File: config.mk
export PLATFORM = sky130hd
export DESIGN_NAME = hi_simulate_param
export DESIGN_NICKNAME = d
export VERILOG_FILES = /design/src/rtl/hi_simulate_param.sv
export SDC_FILE = /design/constraint.sdc
export NUM_CORES = 1
export LEC_CHECK = 0
export ABC_CLOCK_PERIOD_IN_PS = 1900
export BUFFER_PORTS_ARGS = -buffer_cell sky130_fd_sc_hd__buf_2
export CORE_UTILIZATION = 45
export DETAILED_ROUTE_END_ITERATION = 8
export PLACE_DENSITY = 0.73
export REMOVE_ABC_BUFFERS = 1
export SLEW_MARGIN = 20
export SYNTH_ARGS = -nofsm -noshare
export SYNTH_HDL_FRONTEND = slang
export SYNTH_SLANG_ARGS = --single-unit
File: constraint.sdc
create_clock -name ck_1356meg -period 1.9 [get_ports ck_1356meg]
set_input_delay 0.19 -clock ck_1356meg [delete_from_list [all_inputs] [get_ports ck_1356meg]]
set_output_delay 0.19 -clock ck_1356meg [all_outputs]
set_load 0.03 [all_outputs]
File: src/rtl/hi_simulate_param.sv
`timescale 1ns/1ps
// hi_simulate_param: HF tag-emulator front end (hysteresis comparator, SSP return path, load modulation).
// Optional hysteresis timeout is enabled by defining HI_SIM_HYST_TIMEOUT_EN.
module hi_simulate_param #(
  parameter int ADC_W         = 8,
  parameter int HYST_HI       = 224,
  parameter int HYST_LO       = 31,
  parameter int TIMEOUT_W     = 12,
  parameter int DIV_W         = 9,
  parameter int FIELD_ON_CNT  = 64,
  parameter int FIELD_OFF_CNT = 256
) (
  input  logic             ck_1356meg,
  input  logic             rst_n,
  input  logic [ADC_W-1:0] adc_d,
  input  logic [3:0]       mod_type,
  input  logic             ssp_dout,
  output logic             adc_clk,
  output logic             ssp_clk,
  output logic             ssp_frame,
  output logic             ssp_din,
  output logic             pwr_oe4,
  output logic             pwr_lo,
  output logic             pwr_hi,
  output logic             pwr_oe1,
  output logic             pwr_oe2,
  output logic             pwr_oe3,
  output logic             field_on,
  output logic             dbg
);

  localparam logic [3:0] MOD_BPSK   = 4'd1;
  localparam logic [3:0] MOD_OOK212 = 4'd2;
  localparam logic [3:0] MOD_OOK424 = 4'd3;
  localparam logic [3:0] MOD_SSP8   = 4'd4;
  localparam logic [3:0] MOD_OOK848 = 4'd5;

  localparam logic [0:0] NO_FIELD = 1'b0;
  localparam logic [0:0] FIELD_ON = 1'b1;

  localparam int FMAX   = (FIELD_ON_CNT > FIELD_OFF_CNT) ? FIELD_ON_CNT : FIELD_OFF_CNT;
  localparam int FCNT_W = (FMAX > 2) ? $clog2(FMAX) : 1;

  localparam logic [ADC_W-1:0]  HI_V   = ADC_W'(HYST_HI);
  localparam logic [ADC_W-1:0]  LO_V   = ADC_W'(HYST_LO);
  localparam logic [FCNT_W-1:0] ON_TC  = FCNT_W'(FIELD_ON_CNT - 1);
  localparam logic [FCNT_W-1:0] OFF_TC = FCNT_W'(FIELD_OFF_CNT - 1);

  logic [DIV_W-1:0]  div;
  logic [FCNT_W-1:0] fcnt;
  logic [0:0]        state;
  logic [3:0]        frame_nib;
  logic              hyst;
  logic              dout_q;
  logic              ssp_clk_q;
  logic              ssp_clk_nxt;
  logic              sc;
  logic              adc_high;
  logic              adc_low;

  assign adc_clk  = ck_1356meg;
  assign pwr_lo   = 1'b0;
  assign pwr_hi   = 1'b0;
  assign pwr_oe1  = 1'b0;
  assign pwr_oe2  = 1'b0;
  assign pwr_oe3  = 1'b0;
  assign field_on = (state == FIELD_ON);
  assign dbg      = ssp_frame;

  assign adc_high = (adc_d >= HI_V);
  assign adc_low  = (adc_d <= LO_V);

  always_ff @(posedge ck_1356meg or negedge rst_n) begin
    if (!rst_n) begin
      div <= '0;
    end else begin
      div <= div + DIV_W'(1);
    end
  end

`ifdef HI_SIM_HYST_TIMEOUT_EN
  logic [TIMEOUT_W-1:0] tcnt;

  // A long run without a high sample forces hyst high so ssp_din cannot stick low.
  always_ff @(posedge ck_1356meg or negedge rst_n) begin
    if (!rst_n) begin
      hyst <= 1'b0;
      tcnt <= '0;
    end else if (adc_high) begin
      hyst <= 1'b1;
      tcnt <= '0;
    end else if (tcnt == {TIMEOUT_W{1'b1}}) begin
      hyst <= 1'b1;
      tcnt <= '0;
    end else begin
      tcnt <= tcnt + TIMEOUT_W'(1);
      if (adc_low) hyst <= 1'b0;
    end
  end
`else
  always_ff @(posedge ck_1356meg or negedge rst_n) begin
    if (!rst_n) begin
      hyst <= 1'b0;
    end else if (adc_high) begin
      hyst <= 1'b1;
    end else if (adc_low) begin
      hyst <= 1'b0;
    end
  end
`endif

  // Mode-dependent SSP timing and subcarrier selection, all taken from the free-running divider.
  always_comb begin
    ssp_clk_nxt = ~div[4];
    frame_nib   = div[7:4];
    sc          = 1'b0;
    case (mod_type)
      MOD_BPSK:   sc = dout_q ^ div[3];
      MOD_OOK212: begin
        sc          = dout_q & div[5];
        ssp_clk_nxt = ~div[5];
        frame_nib   = div[8:5];
      end
      MOD_OOK424: sc = dout_q & div[4];
      MOD_SSP8:   begin
        sc          = dout_q & div[4];
        ssp_clk_nxt = ~div[7];
      end
      MOD_OOK848: sc = dout_q & div[3];
      default:    sc = 1'b0;
    endcase
  end

  always_ff @(posedge ck_1356meg or negedge rst_n) begin
    if (!rst_n) begin
      ssp_clk   <= 1'b0;
      ssp_clk_q <= 1'b0;
      ssp_frame <= 1'b0;
      ssp_din   <= 1'b0;
      dout_q    <= 1'b0;
      pwr_oe4   <= 1'b0;
    end else begin
      ssp_clk   <= ssp_clk_nxt;
      ssp_clk_q <= ssp_clk;
      dout_q    <= ssp_dout;
      pwr_oe4   <= sc & field_on;
      if (frame_nib == 4'd1) begin
        ssp_frame <= 1'b1;
      end else if (frame_nib == 4'd5) begin
        ssp_frame <= 1'b0;
      end
      // Rising edge of the registered bit clock, detected in the carrier domain.
      if (ssp_clk && !ssp_clk_q) begin
        ssp_din <= hyst;
      end
    end
  end

  // Field detect: the terminal count always triggers the transition, so fcnt never wraps.
  always_ff @(posedge ck_1356meg or negedge rst_n) begin
    if (!rst_n) begin
      state <= NO_FIELD;
      fcnt  <= '0;
    end else begin
      case (state)
        NO_FIELD: begin
          if (adc_high) begin
            if (fcnt == ON_TC) begin
              state <= FIELD_ON;
              fcnt  <= '0;
            end else begin
              fcnt <= fcnt + FCNT_W'(1);
            end
          end else begin
            fcnt <= '0;
          end
        end
        default: begin
          if (adc_low) begin
            if (fcnt == OFF_TC) begin
              state <= NO_FIELD;
              fcnt  <= '0;
            end else begin
              fcnt <= fcnt + FCNT_W'(1);
            end
          end else begin
            fcnt <= '0;
          end
        end
      endcase
    end
  end

endmodule

==> flow_metrics.py <==
metrics = {
    "place": {
        "dp_hpwl_microns": 1580,
        "routabilityCongestion": 0.710,
        "portBuffers": 16,
        "place_ws_ns": 0.492,
    },
    "die": {
        "initial_core_util_pct": 47.8,
        "fp.dieH_microns": 56.1,
        "top_level_ports": 27,
        "fp-row-count": 19,
        "die_area_sq_um": 3150,
        "coreArea_sq_um": 2760,
        "fp.dieW_microns": 56.1,
    },
    "cts": {
        "cts_tree": "built",
        "clk_pin_slew_ns": 0.13,
        "post_cts_buffers": 0,
        "clkLatencyLatePin_ns": 0.42,
    },
    "logic_synthesis": {
        "synthTopCellsByArea": "dfrtp_1 47%, xnor2_1 4.7%, buf_4 4.6%, xor2_1 4.0%, nor2_1 3.1%",
        "synth_area_leader_cell": "dfrtp_1",
        "ys.flop_type": "dfrtp_1",
        "yosysSeqAreaShare_pct": 47.5,
        "synth-async-reset-ratio_pct": 100,
        "synth_seq_cells": 25,
        "synth_warnings": 0,
        "synthTopCellsByCount": "25 x dfrtp_1, 11 x nor2_1, 8 x buf_4, 8 x inv_1, 8 x nand3_1",
        "ys_types": 40,
        "synth_edf_count": 0,
        "yosysMostFrequentCell": "dfrtp_1",
        "synth_top_area_share_pct": 47.5,
        "synth_area_per_cell_sq_um": 10.2,
        "syn-cell-area_sq_um": 1320,
        "netlist_instances": 129,
    },
    "timing": {
        "tns_ns": 0,
        "finalSetupViolations": 0,
        "finalHoldViolCount": 0,
        "rsz0062_at_grt": "false",
        "tightest_slew_ns": 0.547,
        "timing.final.max_slew_violations": 0,
        "setup_ws_ns": 0.369,
        "fin_skew_ns": 0.00407,
        "slew_headroom_pct": 63.5,
    },
    "worst_setup_path": {
        "cp.required_ns": 1.71,
        "cpPeakStageDelay_ns": 0.16,
        "rr_endpoint": "fcnt[5]",
        "critPathLaunch": "ck_1356meg",
        "cp_cell_sequence": "clkbuf_4 -> clkbuf_4 -> buf_2",
        "worstRegToRegCells": 4,
        "crit_top_cell": "clkbuf_4",
        "rrSetupSlack_ns": 0.48,
        "cp-end-kind": "output port",
        "r2r-start": "field_on",
        "path_depth": 3,
        "crit_path_end": "adc_clk",
        "critPathSlowestCell": "buf_2",
        "path_delay_family": "buffers and inverters",
        "crit_buf_inv": 3,
        "worstPathArrival_ns": 1.34,
        "path_class": "clk2out",
        "worst_setup_path_start_kind": "clock port",
        "critical_path.max_fanout": 2,
    },
    "global_route": {
        "grt-ovfl-total": 0,
        "antenna_found_initial": 0,
        "grt_max_degree": 26,
        "track_usage_pct": 16.0,
        "grt_pass1_wl_microns": 3930,
        "grt_pass1_vias": 959,
    },
    "detailed_routing": {
        "highest_layer": "met4",
        "num_vias": 962,
        "wl_met3_microns": 108,
        "drc": 0,
        "wl_microns": 2150,
        "dr_wl_met2_microns": 1120,
        "ant_nets": 0,
        "route.layer.met1.wl_microns": 910,
        "drt_iter0_markers": 30,
        "first_pass_iters": 4,
        "detail_route.vias_per_cell": 5.37,
        "routedWlPerCell_microns": 12.0,
    },
    "power_and_ir_drop": {
        "power.density_nw_per_um2": 714,
        "leakage_nw": 0.649,
        "ir_drop_mv": 0.528,
        "finalPower_mw": 1.04,
    },
    "cells_and_area": {
        "final_layout_size_suffix_gt1_share_pct": 19.6,
        "synthToLayoutAreaGrowth_pct": 10.5,
        "fillers": 235,
        "diodes": 0,
        "seqCellArea_sq_um": 626,
        "final_nets": 166,
        "multi_input_area_sq_um": 603,
    },
    "job": {
        "cap_violations": 0,
    },
    "min_path": {
        "hold_class": "in2reg",
    },
    "outcome": {
        "outcome": "finished, final reports clean",
    },
}
power breakdown:
part / internal [mW] / switching, mW
Sequential: 0.545 / 0.00748
Clock: 0.166 / 0.216
Combinational: 0.0345 / 0.0709
Total: 0.746 / 0.294
per-stage QoR:
stage          hold WS (ns)  cells  cell area [sq um]  util [%]
6_report             0.0638    179               1460      52.8
5_1_grt              0.0774    179               1460      52.8
4_1_cts              0.0557    179               1460      52.8
3_5_place_dp          0.218    169               1380      50.0
3_3_place_gp          0.204    169               1380      50.0
2_1_floorplan        -0.106    122               1260         -
worst min-delay path by stage:
stage,startpoint,endpoint,slack [ns],depth (start not counted)
after floorplan,rst_n,dbg,-0.11,0
after detailed placement,rst_n,ssp_din,0.22,1
after CTS,adc_d[6],hyst,0.06,3
after global routing,adc_d[6],hyst,0.08,3
final,adc_d[6],hyst,0.06,3
after global placement,rst_n,hyst,0.20,1
cells by family (layout without fill, tap and decap cells):
family                     Yosys count  count (layout)  synth area share (%)
adders and majority gates            2               2                  1.90
and+or+nand+nor                     48              48                  21.8
other                                1               5                 0.285
AOI/OAI and AO/OA                   20              20                  11.2
xor gates and xnor gates            13              13                  8.64
muxes                                1               1                 0.760
buffers and inverters               19              34                  7.88
DFF                                 25              25                  47.5
layout by cell type (no fill, tap or decap), types with 3 or more instances in the layout:
cell type / instances
buf_2: 16
clkbuf_4: 6
nand2_1: 5
nor3_1: 5
inv_1: 8
dlygate4sd3_1: 3
xnor2_1: 7
o21ai_0: 3
and3_1: 3
conb_1: 5
nor2_1: 11
a21oi_1: 3
xor2_1: 6
nor2b_1: 3
nand3_1: 8
dfrtp_1: 25
cell type report:
| class | instances | share of cell area, % |
|---|---|---|
| Timing Repair Buffer | 18 | 7.22 |
| Inverter | 8 | 2.06 |
| Multi-Input combinational cell | 89 | 41.4 |
| Clock buffer | 8 | 3.69 |
| Tap cell | 31 | 2.66 |
| Sequential cell | 25 | 43.0 |
sequential cells by signal, indices dropped and copies added (netlist names):
register and flops:
hyst 1, ssp_clk_q 1, field_on 1, ssp_din 1
ssp_clk 1, div 9, fcnt 8, dbg 1
dout_q 1, pwr_oe4 1
worst min-delay path, delay by kind of cell:
family                 cells  cell delay, ns
and+or+nand+nor            1            0.09
AOI/OAI and AO/OA          1            0.07
buffers and inverters      1            0.11
routing by layer:
layer	up-vias	GRT usage, %
li1	477	-
met1	454	16.7
met2	29	30.4
met3	2	5.12
met4	0	4.53
met5	-	0
what timing repair did:
action	4_1_cts	5_1_grt
resized for setup	0	0
endpoints found under the hold margin	27	0
hold buffers	3	0
Note: power is estimated with default switching activity, not from simulation.
